$ cat config.mk
export PLATFORM = sky130hd
export DESIGN_NAME = avl_pattern_rw_tester
export DESIGN_NICKNAME = d
export VERILOG_FILES = /design/src/rtl/avl_pattern_rw_tester.sv
export SDC_FILE = /design/constraint.sdc
export NUM_CORES = 1
export LEC_CHECK = 0
export BUFFER_PORTS_ARGS = -buffer_cell sky130_fd_sc_hd__buf_2
export CAP_MARGIN = 15
export CORE_MARGIN = 10
export CORE_UTILIZATION = 45
export CTS_BUF_LIST = sky130_fd_sc_hd__clkbuf_16
export DETAILED_ROUTE_END_ITERATION = 10
export GPL_ROUTABILITY_DRIVEN = 0
export HOLD_SLACK_MARGIN = 0.02
export PLACE_DENSITY_LB_ADDON = 0.25
export SYNTH_ARGS = -nofsm -noshare
export SYNTH_HDL_FRONTEND = slang
export SYNTH_SLANG_ARGS = --single-unit
$ cat constraint.sdc
create_clock -name iCLK -period 6.4 [get_ports iCLK]
set_clock_uncertainty 0.2 [all_clocks]
set_input_delay 0.32 -clock iCLK [delete_from_list [all_inputs] [get_ports iCLK]]
set_output_delay 0.32 -clock iCLK [all_outputs]
set_load 0.02 [all_outputs]
$ cat src/rtl/avl_pattern_rw_tester.sv
// Fills a DDR region over Avalon-MM with fixed-length write bursts of a selectable pattern,
// then optionally reads it back and reports mismatch count and first failing address.
module avl_pattern_rw_tester #(
  parameter int ADDR_W    = 27,
  parameter int DATA_W    = 32,
  parameter int BURST_W   = 4,
  parameter int BURST_LEN = 8,
  parameter int NUM_WORDS = 2073600,
  parameter int BASE_ADDR = 0,
  parameter int ERR_W     = 16
) (
  input  logic              iCLK,
  input  logic              iRST,
  input  logic              iSTART,
  input  logic [1:0]        iMODE,
  input  logic              iVERIFY,
  input  logic [DATA_W-1:0] iFILL,
  input  logic              local_init_done,
  input  logic              avl_waitrequest_n,
  output logic [ADDR_W-1:0] avl_address,
  output logic [DATA_W-1:0] avl_writedata,
  output logic              avl_write,
  output logic              avl_read,
  output logic              avl_burstbegin,
  output logic [BURST_W-1:0] avl_burstcount,
  input  logic [DATA_W-1:0] avl_readdata,
  input  logic              avl_readdatavalid,
  output logic              oBUSY,
  output logic              oDONE,
  output logic              oPASS,
  output logic [ERR_W-1:0]  oERR_COUNT,
  output logic [ADDR_W-1:0] oFIRST_ERR_ADDR,
  output logic [3:0]        c_state
);

  // Handshake: a write beat or read command transfers on a rising edge where the
  // request is high and avl_waitrequest_n is high; all request outputs hold otherwise.
  localparam logic [3:0] IDLE     = 4'd0;
  localparam logic [3:0] WR_BURST = 4'd1;
  localparam logic [3:0] RD_CMD   = 4'd4;
  localparam logic [3:0] RD_DATA  = 4'd5;
  localparam logic [3:0] DONE     = 4'd9;

  localparam logic [BURST_W-1:0] LAST_BEAT  = BURST_W'(BURST_LEN - 1);
  localparam logic [ADDR_W-1:0]  LAST_BURST = ADDR_W'(NUM_WORDS - BURST_LEN);
  localparam logic [ADDR_W-1:0]  STEP       = ADDR_W'(BURST_LEN);
  localparam logic [ADDR_W-1:0]  BASE       = ADDR_W'(BASE_ADDR);
  localparam logic [ADDR_W-1:0]  Q1         = ADDR_W'(NUM_WORDS / 4);
  localparam logic [ADDR_W-1:0]  Q2         = ADDR_W'(NUM_WORDS / 2);
  localparam logic [ADDR_W-1:0]  Q3         = ADDR_W'((3 * NUM_WORDS) / 4);
  localparam logic [DATA_W-1:0]  C_RED      = DATA_W'(32'h00FF0000);
  localparam logic [DATA_W-1:0]  C_GREEN    = DATA_W'(32'h0000FF00);
  localparam logic [DATA_W-1:0]  C_BLUE     = DATA_W'(32'h000000FF);
  localparam logic [DATA_W-1:0]  C_WHITE    = DATA_W'(32'h00FFFFFF);
  localparam logic [DATA_W-1:0]  C_ODD      = DATA_W'(32'h000FFFFF);

  logic [3:0]         state;
  logic               start_d1, start_d2, start_pulse;
  logic [1:0]         mode_r;
  logic               verify_r;
  logic [DATA_W-1:0]  fill_r;
  logic [ADDR_W-1:0]  burst_idx;
  logic [BURST_W-1:0] beat;
  logic [ADDR_W-1:0]  word_idx;
  logic [DATA_W-1:0]  cur_pat;
  logic               done_r;
  logic [ERR_W-1:0]   err_cnt;
  logic [ADDR_W-1:0]  first_err;
  logic               last_beat, last_burst;

  function automatic logic [DATA_W-1:0] pattern(input logic [1:0] m,
                                                input logic [ADDR_W-1:0] i,
                                                input logic [DATA_W-1:0] fill);
    case (m)
      2'd0:    return DATA_W'(i);
      2'd1:    return fill;
      2'd2:    return (i < Q1) ? C_RED : (i < Q2) ? C_GREEN : (i < Q3) ? C_BLUE : C_WHITE;
      default: return i[0] ? C_ODD : C_RED;
    endcase
  endfunction

  assign start_pulse = start_d1 & ~start_d2;
  assign word_idx    = burst_idx + ADDR_W'(beat);
  assign cur_pat     = pattern(mode_r, word_idx, fill_r);
  assign last_beat   = (beat == LAST_BEAT);
  assign last_burst  = (burst_idx == LAST_BURST);

  always_ff @(posedge iCLK) begin
    if (iRST) begin
      // Edge detector primed high so a start held through reset is not seen as an edge.
      start_d1  <= 1'b1;
      start_d2  <= 1'b1;
      state     <= IDLE;
      mode_r    <= '0;
      verify_r  <= 1'b0;
      fill_r    <= '0;
      burst_idx <= '0;
      beat      <= '0;
      done_r    <= 1'b0;
      err_cnt   <= '0;
      first_err <= '0;
    end else begin
      start_d1 <= iSTART;
      start_d2 <= start_d1;
      case (state)
        IDLE, DONE: begin
          if (start_pulse && local_init_done) begin
            state     <= WR_BURST;
            mode_r    <= iMODE;
            verify_r  <= iVERIFY;
            fill_r    <= iFILL;
            burst_idx <= '0;
            beat      <= '0;
            done_r    <= 1'b0;
            err_cnt   <= '0;
            first_err <= '0;
          end
        end
        WR_BURST: begin
          if (avl_waitrequest_n) begin
            if (!last_beat) begin
              beat <= beat + 1'b1;
            end else begin
              beat <= '0;
              if (!last_burst) begin
                burst_idx <= burst_idx + STEP;
              end else if (verify_r) begin
                burst_idx <= '0;
                state     <= RD_CMD;
              end else begin
                state  <= DONE;
                done_r <= 1'b1;
              end
            end
          end
        end
        RD_CMD: begin
          if (avl_waitrequest_n) begin
            beat  <= '0;
            state <= RD_DATA;
          end
        end
        RD_DATA: begin
          if (avl_readdatavalid) begin
            if (avl_readdata != cur_pat) begin
              if (err_cnt != '1) err_cnt <= err_cnt + 1'b1;
              if (err_cnt == '0) first_err <= BASE + word_idx;
            end
            if (!last_beat) begin
              beat <= beat + 1'b1;
            end else begin
              beat <= '0;
              if (!last_burst) begin
                burst_idx <= burst_idx + STEP;
                state     <= RD_CMD;
              end else begin
                state  <= DONE;
                done_r <= 1'b1;
              end
            end
          end
        end
        default: state <= IDLE;
      endcase
    end
  end

  assign avl_write       = (state == WR_BURST);
  assign avl_read        = (state == RD_CMD);
  assign avl_burstbegin  = (avl_write && beat == '0) || avl_read;
  assign avl_address     = (avl_write || avl_read) ? BASE + burst_idx : '0;
  assign avl_writedata   = avl_write ? cur_pat : '0;
  assign avl_burstcount  = BURST_W'(BURST_LEN);
  assign oBUSY           = (state != IDLE) && (state != DONE);
  assign oDONE           = done_r;
  assign oPASS           = done_r && (err_cnt == '0);
  assign oERR_COUNT      = err_cnt;
  assign oFIRST_ERR_ADDR = first_err;
  assign c_state         = state;

endmodule

==> flow_summary.ini <==
[sta]
grt_setup_unrepaired = no
worst_pin_slew_ns = 1.03
fin_setup_tns_ns = 0
hold_viol_final = 0
slew_violations = 0
fmax_mhz = 184
setup_violations = 0
period_share_pct = 84.8
relSlewSlack_pct = 30.5
whs_ns = 0.0475
min_period_ns = 5.43
setup_ws_ns = 0.972

[worst_setup_path]
arrival_ns = 5.53
rrSetupSlack_ns = 0.97
cp_max_fo = 23
cp-start-kind = register
reg2reg_from = burst_idx[3]
reg2regPathDepth = 14
path_cells = ha_1, nand4_2, or4_1, o21a_1, nor4_2, nand4_1, nand2b_4, a31oi_1, a32oi_1, a2111oi_4, nand4b_4, a21oi_2, buf_4, o2bb2ai_1
critPathCaptureType = register
crit_path_max_incr_delay_ns = 0.69
cpMaxStageDelayCell = or4_1
critPathKind = reg -> reg
cp.required_ns = 6.50
reg2reg_to = oFIRST_ERR_ADDR[4]

[synth]
yosysTopAreaCellShare_pct = 27.2
yosysWarnings = 0
async_flop_share_pct = 0
synthCells = 1140
synth_cell_type_count = 88
ys_seq_area_share_pct = 27.2
synth.area.top_cells = dfxtp_1 27%, nand2_1 6.7%, a21oi_1 6.1%, nor2_1 4.8%, o21ai_0 4.3%
avgSynthCellArea_um2 = 7.22
yosysTopAreaCell = dfxtp_1
ys.flop_type = dfxtp_1
synth_seq_cells = 112
syn_area_mm2 = 0.00823
synth_edf_count = 0

[layout]
final_common_cell = buf_2
final_cell_mix = 180 x buf_2, 147 x nand2_1, 111 x dfxtp_1
drive_above_1_share_pct = 18.4
final_nets = 1372
fill_cells = 1803
area_growth_syn_to_layout_pct = 18.9

[floorplanning]
pin_count = 189
die-area_mm2 = 0.0241
initial_utilization_pct = 45.8
core_area_mm2 = 0.0180
rows = 49
die_y_um = 155
die_w_um = 155

[routing]
drc = 0
drt_pre_antenna_iters = 5
routedWlPerCell_um = 19.7
drt_iter0_drc = 1101
routed_wl_um = 30200
vias_per_cell = 6.13
vias = 9356
ant_nets = 0

[power]
power.density_mw_per_mm2 = 165
leakagePower_uw = 0.00375
peakVddDrop_mv = 0.124

[global_routing]
grt_max_degree = 71
grt_pass1_vias = 8599
grt_antenna_before_repair = 2
grt_remaining_overflow = 0
grt.total_usage_pct = 23.9
grt_pass1_wl_um = 47200

[flow_run]
maxCapViolCount = 0

[place]
io_buffer_count = 180
preCtsSetupSlack_ns = 1.14
hpwl_um = 22300

[cts]
cts_root_buf = clkbuf_16
clockBufferDepth = 2
clkSlewWorstSetupHoldPaths_ns = 0.09
cts_tree = yes
cts_resized = 0
h-tree-depth = 3
cts_buffers = 9
clock_latency_ns = 0.38
cts.sink_count = 112

[hold_path]
worstHoldPathCells = 3
min_from = avl_readdatavalid
min_path_type = in -> reg
min_to = oERR_COUNT[14]

[run_status]
outcome = finished clean
-- cell families after synthesis --
logic type               after synthesis  synth area share, %
flip-flops                           112                 27.2
XOR/XNOR                              45                 4.95
AO/OA/AOI/OAI                        333                 27.1
adder cells (fa/ha/maj)                7                 1.06
other                                  2               0.0912
AND/OR/NAND/NOR                      503                 31.4
buffers and inverters                128                 6.85
multiplexers                          10                 1.28
-- through the flow --
stage	utilization, %	std cells	power [µW]	area, µm²
global placement	50.7	1474	962	9100
global route	54.5	1527	1660	9790
CTS	54.5	1526	1610	9790
floorplan	-	1147	884	8260
detailed placement	50.7	1474	963	9100
finish	54.5	1527	1610	9790
-- layout make-up --
type                            instances  area, µm²  share of cell area [%]
Sequential cell                       112       2240                    22.9
Clock buffer                            9        225                    2.30
Tap cell                              229        287                    2.93
Inverter                               36        135                    1.38
Antenna cell                            1       2.50                  0.0256
Multi-Input combinational cell        907       5460                    55.8
Timing Repair Buffer                  226       1340                    13.6
Clock inverter                          7        104                    1.06
-- critical path, delay by kind of cell, from the launching register on --
kind / cells / cell delay [ns]
compound gates: 6 / 1.56
buf+inv: 1 / 0.29
fa+ha+maj: 1 / 0.29
flops: 1 / 0.46
simple gates: 6 / 2.54
-- metal layers --
metal  vias up  share of wire [%]  track usage (%)  wire length, µm
met1      4357                 41             31.2            12500
met3        66                 11             7.00             3260
li1       4411                  -                -                -
met5         -              0.043                0               13
met2       520                 45             36.8            13500
met4         2                3.0             7.93              892
-- synth_stat cells, types with 5 or more instances --
| cell | number |
|---|---|
| a211o_1 | 10 |
| a211oi_1 | 7 |
| a21oi_1 | 101 |
| a31oi_1 | 14 |
| and2_1 | 11 |
| and3_1 | 14 |
| buf_2 | 16 |
| buf_4 | 15 |
| clkbuf_1 | 56 |
| dfxtp_1 | 112 |
| ha_1 | 7 |
| inv_1 | 35 |
| mux2i_1 | 6 |
| nand2_1 | 147 |
| nand2b_1 | 20 |
| nand3_1 | 27 |
| nand3b_1 | 5 |
| nand4_1 | 22 |
| nor2_1 | 105 |
| nor2b_1 | 28 |
| nor3_1 | 36 |
| nor3b_1 | 7 |
| nor4_1 | 16 |
| nor4bb_1 | 5 |
| o2111ai_1 | 5 |
| o211ai_1 | 12 |
| o21a_1 | 7 |
| o21ai_0 | 70 |
| o22ai_1 | 6 |
| o2bb2ai_1 | 22 |
| o31a_1 | 5 |
| o31ai_1 | 6 |
| o41ai_1 | 8 |
| or2_2 | 7 |
| or3_1 | 22 |
| or4_1 | 10 |
| xnor2_1 | 27 |
| xor2_1 | 17 |
-- power by group --
part / total, µW / switching (µW) / internal, µW
registers: 719 / 14.8 / 704
logic: 251 / 161 / 90.0
clock network: 642 / 321 / 321
total: 1610 / 496 / 1120
-- registers in the layout (all words and copies together), names as in the netlist --
| signal | count |
|---|---|
| oDONE | 1 |
| oFIRST_ERR_ADDR | 27 |
| oERR_COUNT | 16 |
| start_d1 | 1 |
| beat | 4 |
| fill_r | 32 |
| start_d2 | 1 |
| mode_r | 2 |
| burst_idx | 24 |
| verify_r | 1 |
| c_state | 3 |
-- timing repair --
action	4_1_cts	5_1_grt
hold endpoints to repair	36	0
buffers inserted	0	0
hold buffers	36	0
-- how the worst max path moves through the flow --
stage                            start                   to  cells after the start
after CTS                 burst_idx[3]  oFIRST_ERR_ADDR[21]                     14
after global placement    burst_idx[3]  oFIRST_ERR_ADDR[19]                     14
after detailed placement  burst_idx[3]        oERR_COUNT[0]                     13
final                     burst_idx[3]   oFIRST_ERR_ADDR[4]                     14
after floorplan           burst_idx[3]        oERR_COUNT[0]                     14
after global routing      burst_idx[3]   oFIRST_ERR_ADDR[4]                     14
Note: power is estimated with default switching activity, not from simulation.
